<file path="src/rtl/paralelo_serial_pkg.sv">
// paralelo_serial_pkg: shared FSM state type, default idle symbol and frame length.
// FRAME grows by one parity bit when PS_PARITY_EN is defined.
package paralelo_serial_pkg;
    typedef enum logic {TRAIN, ACTIVE} state_t;
    localparam logic [7:0] IDLE_SYM_DEF = 8'hBC;
    function automatic int frame_len(input int width);
`ifdef PS_PARITY_EN
        return width + 1;
`else
        return width;
`endif
    endfunction
endpackage

</file>
<file path="src/rtl/ps_fifo.sv">
// ps_fifo: synchronous FIFO with occupancy count and registered head storage.
module ps_fifo #(
    parameter int WIDTH = 8,
    parameter int DEPTH = 4
) (
    input  logic                         clk_32f,
    input  logic                         reset,
    input  logic                         wr_en,
    input  logic [WIDTH-1:0]             wr_data,
    input  logic                         rd_en,
    output logic                         full,
    output logic                         empty,
    output logic [$clog2(DEPTH+1)-1:0]   count,
    output logic [WIDTH-1:0]             head
);
    localparam int AW = $clog2(DEPTH);
    localparam int CW = $clog2(DEPTH+1);
    logic [WIDTH-1:0] r_mem [DEPTH];
    logic [AW-1:0]    r_wr_ptr, r_rd_ptr;
    logic [CW-1:0]    r_count;
    logic             w_wr, w_rd;
    assign full  = r_count == CW'(DEPTH);
    assign empty = r_count == '0;
    assign count = r_count;
    assign head  = r_mem[r_rd_ptr];
    assign w_wr  = wr_en && !full;
    assign w_rd  = rd_en && !empty;
    always_ff @(posedge clk_32f or posedge reset) begin
        if (reset) begin
            r_wr_ptr <= '0;
            r_rd_ptr <= '0;
            r_count  <= '0;
        end else begin
            if (w_wr) r_wr_ptr <= r_wr_ptr + 1'b1;
            if (w_rd) r_rd_ptr <= r_rd_ptr + 1'b1;
            r_count <= r_count + CW'(w_wr) - CW'(w_rd);
        end
    end
    always_ff @(posedge clk_32f) begin
        if (w_wr) r_mem[r_wr_ptr] <= wr_data;
    end
endmodule

</file>
<file path="src/rtl/paralelo_serial_param.sv">
// paralelo_serial_param: FIFO-fed MSB-first serialiser with idle fill and post-reset training.
// Define PS_PARITY_EN to append an even-parity bit to every symbol.
module paralelo_serial_param
    import paralelo_serial_pkg::*;
#(
    parameter int               WIDTH      = 8,
    parameter int               DEPTH      = 4,
    parameter logic [WIDTH-1:0] IDLE_SYM   = WIDTH'(IDLE_SYM_DEF),
    parameter int               TRAIN_SYMS = 4
) (
    input  logic             clk_32f,
    input  logic             reset,
    input  logic             valid_in,
    input  logic [WIDTH-1:0] data_in,
    output logic             in_ready,
    output logic             data_out,
    output logic             sym_start,
    output logic             is_idle
);
    localparam int FRAME = frame_len(WIDTH);
    localparam int BW    = $clog2(FRAME);
    localparam int CW    = $clog2(DEPTH+1);
    localparam int TW    = $clog2(TRAIN_SYMS+1);
    localparam logic [BW-1:0] LAST = BW'(FRAME-1);
    state_t           r_state, w_state_nxt;
    logic [TW-1:0]    r_train_cnt;
    logic [BW-1:0]    r_bit_cnt;
    logic [WIDTH-1:0] r_shift, w_head, w_word;
    logic [CW-1:0]    w_count, w_count_nxt;
    logic             r_data_out, r_sym_start, r_is_idle, r_in_ready;
    logic             w_boundary, w_full, w_empty, w_wr, w_rd;
`ifdef PS_PARITY_EN
    logic             r_par;
`endif
    ps_fifo #(.WIDTH(WIDTH), .DEPTH(DEPTH)) u_fifo (
        .clk_32f(clk_32f), .reset(reset), .wr_en(w_wr), .wr_data(data_in), .rd_en(w_rd),
        .full(w_full), .empty(w_empty), .count(w_count), .head(w_head)
    );
    assign w_boundary  = r_bit_cnt == '0;
    assign w_wr        = valid_in && r_in_ready && !w_full;
    assign w_rd        = w_boundary && r_state == ACTIVE && !w_empty;
    assign w_word      = w_rd ? w_head : IDLE_SYM;
    assign w_count_nxt = w_count + CW'(w_wr) - CW'(w_rd);
    assign in_ready    = r_in_ready;
    assign data_out    = r_data_out;
    assign sym_start   = r_sym_start;
    assign is_idle     = r_is_idle;
    always_comb begin
        w_state_nxt = (r_state == TRAIN && r_train_cnt == TW'(TRAIN_SYMS) && r_bit_cnt == LAST) ? ACTIVE : r_state;
    end
    always_ff @(posedge clk_32f or posedge reset) begin
        if (reset) r_state <= TRAIN;
        else       r_state <= w_state_nxt;
    end
    // in_ready looks at the post-edge occupancy so a full FIFO never sees a write
    always_ff @(posedge clk_32f or posedge reset) begin
        if (reset) begin
            r_train_cnt <= '0;
            r_bit_cnt   <= '0;
            r_shift     <= '0;
            r_data_out  <= 1'b0;
            r_sym_start <= 1'b0;
            r_is_idle   <= 1'b0;
            r_in_ready  <= 1'b0;
`ifdef PS_PARITY_EN
            r_par       <= 1'b0;
`endif
        end else begin
            r_in_ready <= w_state_nxt == ACTIVE && w_count_nxt != CW'(DEPTH);
            r_bit_cnt  <= (r_bit_cnt == LAST) ? '0 : r_bit_cnt + 1'b1;
            if (w_boundary) begin
                r_shift     <= w_word << 1;
                r_data_out  <= w_word[WIDTH-1];
                r_sym_start <= 1'b1;
                r_is_idle   <= !w_rd;
`ifdef PS_PARITY_EN
                r_par       <= ^w_word;
`endif
                if (r_state == TRAIN) r_train_cnt <= r_train_cnt + 1'b1;
            end else begin
                r_sym_start <= 1'b0;
                r_shift     <= r_shift << 1;
`ifdef PS_PARITY_EN
                r_data_out  <= (r_bit_cnt == LAST) ? r_par : r_shift[WIDTH-1];
`else
                r_data_out  <= r_shift[WIDTH-1];
`endif
            end
        end
    end
endmodule

</file>
<file path="config.mk">
export PLATFORM = sky130hd
export DESIGN_NAME = paralelo_serial_param
export DESIGN_NICKNAME = d
export VERILOG_FILES = /design/src/rtl/paralelo_serial_pkg.sv /design/src/rtl/ps_fifo.sv /design/src/rtl/paralelo_serial_param.sv
export SDC_FILE = /design/constraint.sdc
export NUM_CORES = 1
export LEC_CHECK = 0
export ABC_AREA = 1
export CORE_MARGIN = 2
export CORE_UTILIZATION = 58
export CTS_BUF_LIST = sky130_fd_sc_hd__clkbuf_16
export DETAILED_ROUTE_END_ITERATION = 8
export PLACE_DENSITY = 0.87
export SYNTH_ARGS = -nofsm -noshare
export SYNTH_HDL_FRONTEND = slang
export SYNTH_HIERARCHICAL = 1
export SYNTH_SLANG_ARGS = --single-unit
export TNS_END_PERCENT = 1
</file>
<file path="constraint.sdc">
create_clock -name clk_32f -period 2.65 [get_ports clk_32f]
set_input_delay 0.265 -clock clk_32f [delete_from_list [all_inputs] [get_ports clk_32f]]
set_output_delay 0.265 -clock clk_32f [all_outputs]
set_load 0.02 [all_outputs]
</file>
Word-level counts from Yosys, hierarchy flattened:

Memory sizes are Yosys's and may differ from the RTL's.
Cells that the tools add are included.

* register bits: 26
* memory bits (writable): 32
* output and inout bits: 4
* logic and storage cells: 48
* memories: 1

Memory list
* u_fifo.r_mem: words 4, bits a word 8, read ports 1, clocked after Yosys merged registers in 0, wr ports 1, RTL line ps_fifo.sv:18 `logic [WIDTH-1:0] r_mem [DEPTH];`

* add/subtract/negate cells: 8
* equality and inequality tests: 4
* muxes and demuxes: 8
* bitwise operators: 1
* reduce and logical (&&, ||, !) cells: 15

Operators with widths (number)
* 8-bit two-way mux: 2
* 3-bit equality test, second input constant: 3
* 1-bit logical AND: 9
* 3-bit by 1-bit adder with 3-bit output: 2
* 3-bit by 1-bit adder with 3-bit output, second input constant: 2
* 3-bit logical NOT: 2
* 3-bit by 1-bit subtractor with 3-bit output: 2
* 1-bit two-way mux: 5
* 2-bit by 1-bit adder with 2-bit output, second input constant: 2
* 1-bit logical NOT: 3
* 3-bit two-way mux: 1
* 3-bit != test, second input constant: 1
* 2-bit AND reduction: 1
* 1-bit inverter: 1

Depth between registers and ports, before layout:

* depth in word-level cells: 7
* gate-level depth with buffers: 15

Cells and area by module:

Netlist, hierarchy kept.

Modules (own cells, without submodules)
* ps_fifo: times used 1, cells an instance 162, area each 1731.7 µm²
* paralelo_serial_param: times used 1, cells an instance 82, area each 828.3 µm²

Worst setup path after synthesis:

No wires, ideal clock.

* kind: flip-flop to flip-flop
* start point: register u_fifo.r_count[1] (netlist: u_fifo/count[1])
* end point: register r_in_ready (netlist: in_ready)
* setup time: 113 ps
* arrival time: 2079 ps
* slack: 458 ps
* cell stages (with the launch flop): 15
* path buffers: 0
* period minus slack after synthesis: 2192 ps
* path through: dfrtp_1 > nor2_1 > nand2_1 > inv_1 > nor2_1 > nand2_4 > clkinv_2 > ha_1 > inv_1 > ha_1 > fa_1 > nor2_1 > nand3_1 > nand2_1 > inv_1

* elaborated cells on any way between the ends: 10

RTL lines
* from (decl): RTL line ps_fifo.sv:20 `logic [CW-1:0] r_count;`
* from (signal assigned): RTL line ps_fifo.sv:36 `r_count <= r_count + CW'(w_wr) - CW'(w_rd);`
* 3-bit logical NOT: RTL line ps_fifo.sv:23 `assign empty = r_count == '0;`
* net w_empty: RTL line paralelo_serial_param.sv:31 `logic w_boundary, w_full, w_empty, w_wr, w_rd;`
* 1-bit logical NOT: RTL line paralelo_serial_param.sv:41 `assign w_rd = w_boundary && r_state == ACTIVE && !w_empty;`
* 1-bit logical AND: RTL line paralelo_serial_param.sv:41
* net w_rd: RTL line paralelo_serial_param.sv:31
* 3-bit by 1-bit subtractor with 3-bit output: RTL line paralelo_serial_param.sv:43 `assign w_count_nxt = w_count + CW'(w_wr) - CW'(w_rd);`
* 3-bit != test: RTL line paralelo_serial_param.sv:69 `r_in_ready <= w_state_nxt == ACTIVE && w_count_nxt != CW'(DEPTH);`
* 1-bit logical AND: RTL line paralelo_serial_param.sv:69
* to (signal assigned): RTL line paralelo_serial_param.sv:69
* to (decl): RTL line paralelo_serial_param.sv:30 `logic r_data_out, r_sym_start, r_is_idle, r_in_ready;`

The timed path passes the listed nets, and every way through them passes these cells.
A chain may end at the register's enable or synchronous reset.

Worst setup path after layout:

* start point: register u_fifo.r_count[1] (netlist: u_fifo/count[1])
* end point: register u_fifo.r_count[2] (netlist: u_fifo/count[2])

* elaborated cells on any way between the ends: 10

RTL lines
* 3-bit logical NOT: RTL line ps_fifo.sv:23
* net w_empty: RTL line paralelo_serial_param.sv:31
* 1-bit logical NOT: RTL line paralelo_serial_param.sv:41
* 1-bit logical AND: RTL line paralelo_serial_param.sv:41
* net w_rd: RTL line paralelo_serial_param.sv:31
* 1-bit logical AND: RTL line ps_fifo.sv:27 `assign w_rd = rd_en && !empty;`
* net u_fifo.w_rd: RTL line ps_fifo.sv:21 `logic w_wr, w_rd;`
* 3-bit by 1-bit subtractor with 3-bit output: RTL line ps_fifo.sv:36

The timed path passes the listed nets, and every way through them passes these cells.

==> summary.md <==
| Metric | Value |
|---|---|
| Row count | 24 |
| Most common cell after layout, fill and taps aside | nand2_1 |
| Area Overhead vs Synth | 20.63% |
| Cts repair resizes | 0 |
| Initial Util | 0.5962 |
| Clock buffer depth | 2 |
| Worst path arrival time | 2.62 ns |
| RSZ-0062 raised after global routing | false |
| Global route total overflow | 0 |
| CTS root buf | clkbuf_16 |
| Place WS | 0.2796 ns |
| # Post-CTS Setup Buffers | 0 |
| Core Area | 0.004294 mm² |
| Detailed-route via count | 1,650 |
| First-pass GRT wire length | 6851 µm |
| Slew @ Worst Pin | 0.6451 ns |
| Pleak | 1.450 nW |
| Status | finished, final reports clean |
| Die ar. | 0.004961 mm² |
| Final cycle utilization of the critical path | 0.8926 |
| Die Y | 70.44 µm |
| Crit path depth | 14 |
| Syn Std Cell Area | 0.002560 mm² |
| H-tree Lvls | 3 |
| Largest net degree at the start of global routing | 27 |
| DRT Wirelength | 4259 µm |
| Setup WS post-layout | 0.2847 ns |
| Initial antenna violation count | 0 |
| FF/Latch Area | 0.001587 mm² |
| Max Fclk | 422.8 MHz |
| Final #Nets | 298 |
| Post-Synthesis Cells | 244 |
| Top post-synthesis cells by area | edfxtp_1, dfrtp_1, nand2_1 |
| Setup crit end kind | flop |
| TritonCTS buffer count | 9 |
| Clock sink total | 57 |
| WL per Instance | 12.95 µm |
| Register area share after synthesis | 0.6197 |
| Final Hold Viols | 0 |
| Ys Warns | 6 |
| Max incr delay on CP | 0.42 ns |
| Area post-placement | 0.002776 mm² |
| Hold Path Class | input pin to asynchronous set/reset pin |
| Post-synth cell types | 21 |
| Flop and latch count out of synthesis | 57 |
| Antenna cell count | 0 |
| Peak VDD IR | 0.7958 mV |
| Layout cells sized above 1 | 0.1083 |
| Yosys top cell by area | edfxtp_1 |
| Net Count, Synth | 270 |
| Die W | 70.44 µm |
| Reg clk slew, reported paths | 0.05 ns |
| CP Data Required Time | 2.90 ns |
| TNS Setup | 0 ns |
| Worst R2R Path Depth | 14 |
| Crit start category | flop |
| Count of final max-slew check failures | 0 |
| Max-capacitance violation count | 0 |
| Cell area after layout | 0.003088 mm² |
| Post-synth top area share | 0.3754 |
| # fillers | 287 |
| Total power divided by cell area | 1091 mW/mm² |
| Post-route non-filler standard cell count | 329 |
| # DRC | 0 |
| Worst-skew pair later-pin latency | 0.32 ns |
| Final Util | 0.7191 |
| Commonest non-fill, non-tap cells in the layout | nand2_1, inv_1, edfxtp_1 |
| Skew final | 0.005505 ns |
| TritonCTS clock tree | done |
| Multi-input logic area | 762.0 µm² |
| Crit-path leading delay family | adder cells |
| Syn avg cell area | 10.49 µm² |
| CP cell instances | nor2_1, nand2_1, inv_1, nor2_1, nand2_4, clkinv_2, nand2_1, inv_1, ha_1, inv_1, ha_1, fa_1, nand3b_1, nand2_1 |
| GRT Overall Usage | 0.1892 |
| Dpl hpwl | 2927 µm |
| DRT antenna net count | 0 |
| Initial drt markers | 111 |
| Cts hold-fix bufs | 0 |
| Drt pass-1 iters | 4 |
| Final setup viols | 0 |
| CP Class | flop to flop |
| IO Count | 15 |
| Vias/cell | 5.015 |
| RD Place Congestion | 0.8080 |
| IO Port Bufs | 14 |
| Critical path peak fanout | 7 |
| Worst path bufs/invs | 4 |
| Number of global-route vias before repair | 1,548 |
| Slowest CP cell | dfrtp_1 |
| Placed cells | 313 |
| Clock period minus worst slack | 2.365 ns |
| Relative slew slack | 0.5695 |
registers in the layout (all words and copies together), names as in the netlist:
| name | flops |
|---|---|
| r_state | 1 |
| r_train_cnt | 3 |
| is_idle | 1 |
| in_ready | 1 |
| u_fifo/r_rd_ptr | 2 |
| r_shift | 7 |
| u_fifo/count | 3 |
| u_fifo/r_wr_ptr | 2 |
| u_fifo/r_mem | 32 |
| r_bit_cnt | 3 |
| data_out | 1 |
| sym_start | 1 |
path summary, 6_finish.rpt:
| kind | startpoint | end | slack, ns |
|---|---|---|---|
| min in group clk_32f | r_bit_cnt[0]$_DFF_PP0_ | r_bit_cnt[0]$_DFF_PP0_ | 0.47 |
| max | u_fifo/count[1]$_DFF_PP0_ | u_fifo/count[2]$_DFF_PP0_ | 0.28 |
| max in group asynchronous | reset | r_shift[2]$_DFF_PP0_ | 1.87 |
| max reg2reg | u_fifo/count[1]$_DFF_PP0_ | u_fifo/count[2]$_DFF_PP0_ | 0.28 |
| min reg2reg | r_bit_cnt[0]$_DFF_PP0_ | r_bit_cnt[0]$_DFF_PP0_ | 0.47 |
| min | reset | u_fifo/r_rd_ptr[0]$_DFFE_PP0P_ | 0.22 |
through the flow:
step	hold slack (ns)	power [mW]
after floorplan	0.06840	1.962
after global placement	0.4329	2.146
after detailed placement	0.4519	2.203
after CTS	0.2244	3.388
after global routing	0.2545	3.562
final	0.2177	3.370
Yosys cell counts:
cell,n
buf_4,1
buf_6,3
clkinv_2,1
dfrtp_1,25
edfxtp_1,32
fa_1,2
ha_1,13
inv_1,43
inv_2,1
nand2_1,58
nand2_2,1
nand2_4,1
nand3_1,8
nand3b_1,1
nor2_1,25
nor2_2,4
nor2_4,1
o21ai_0,6
o21ai_1,11
o22a_1,5
xor2_1,2
routing by layer:
| metal | track usage | routed length (µm) |
|---|---|---|
| met5 | 0 | 0 |
| met4 | 0.09615 | 63 |
| met3 | 0.06494 | 198 |
| met2 | 0.3176 | 2229 |
| met1 | 0.2130 | 1767 |
power breakdown:
group,internal (mW),switching [mW],leakage [nW]
Clock,0.811,0.359,0.158
Sequential,1.17,0.100,0.585
Combinational,0.350,0.580,0.707
cell type report:
class | instances | share of cell area
flip-flops and latches | 57 | 0.5138
multi-input cells | 138 | 0.2468
clock buffers | 9 | 0.07293
repair buffers | 21 | 0.06240
inverters | 45 | 0.05511
clock inverters | 7 | 0.02796
well taps | 52 | 0.02107
logic make-up after synthesis:
family / count (synthesis) / synth area share
AO/OA/AOI/OAI: 22 / 0.05034
XOR/XNOR: 2 / 0.006844
adder cells (fa/ha/maj): 15 / 0.07918
buffers and inverters: 49 / 0.08260
flip-flops: 57 / 0.6197
AND/OR/NAND/NOR: 99 / 0.1613
No activity file was read; power rests on OpenSTA's default activity.
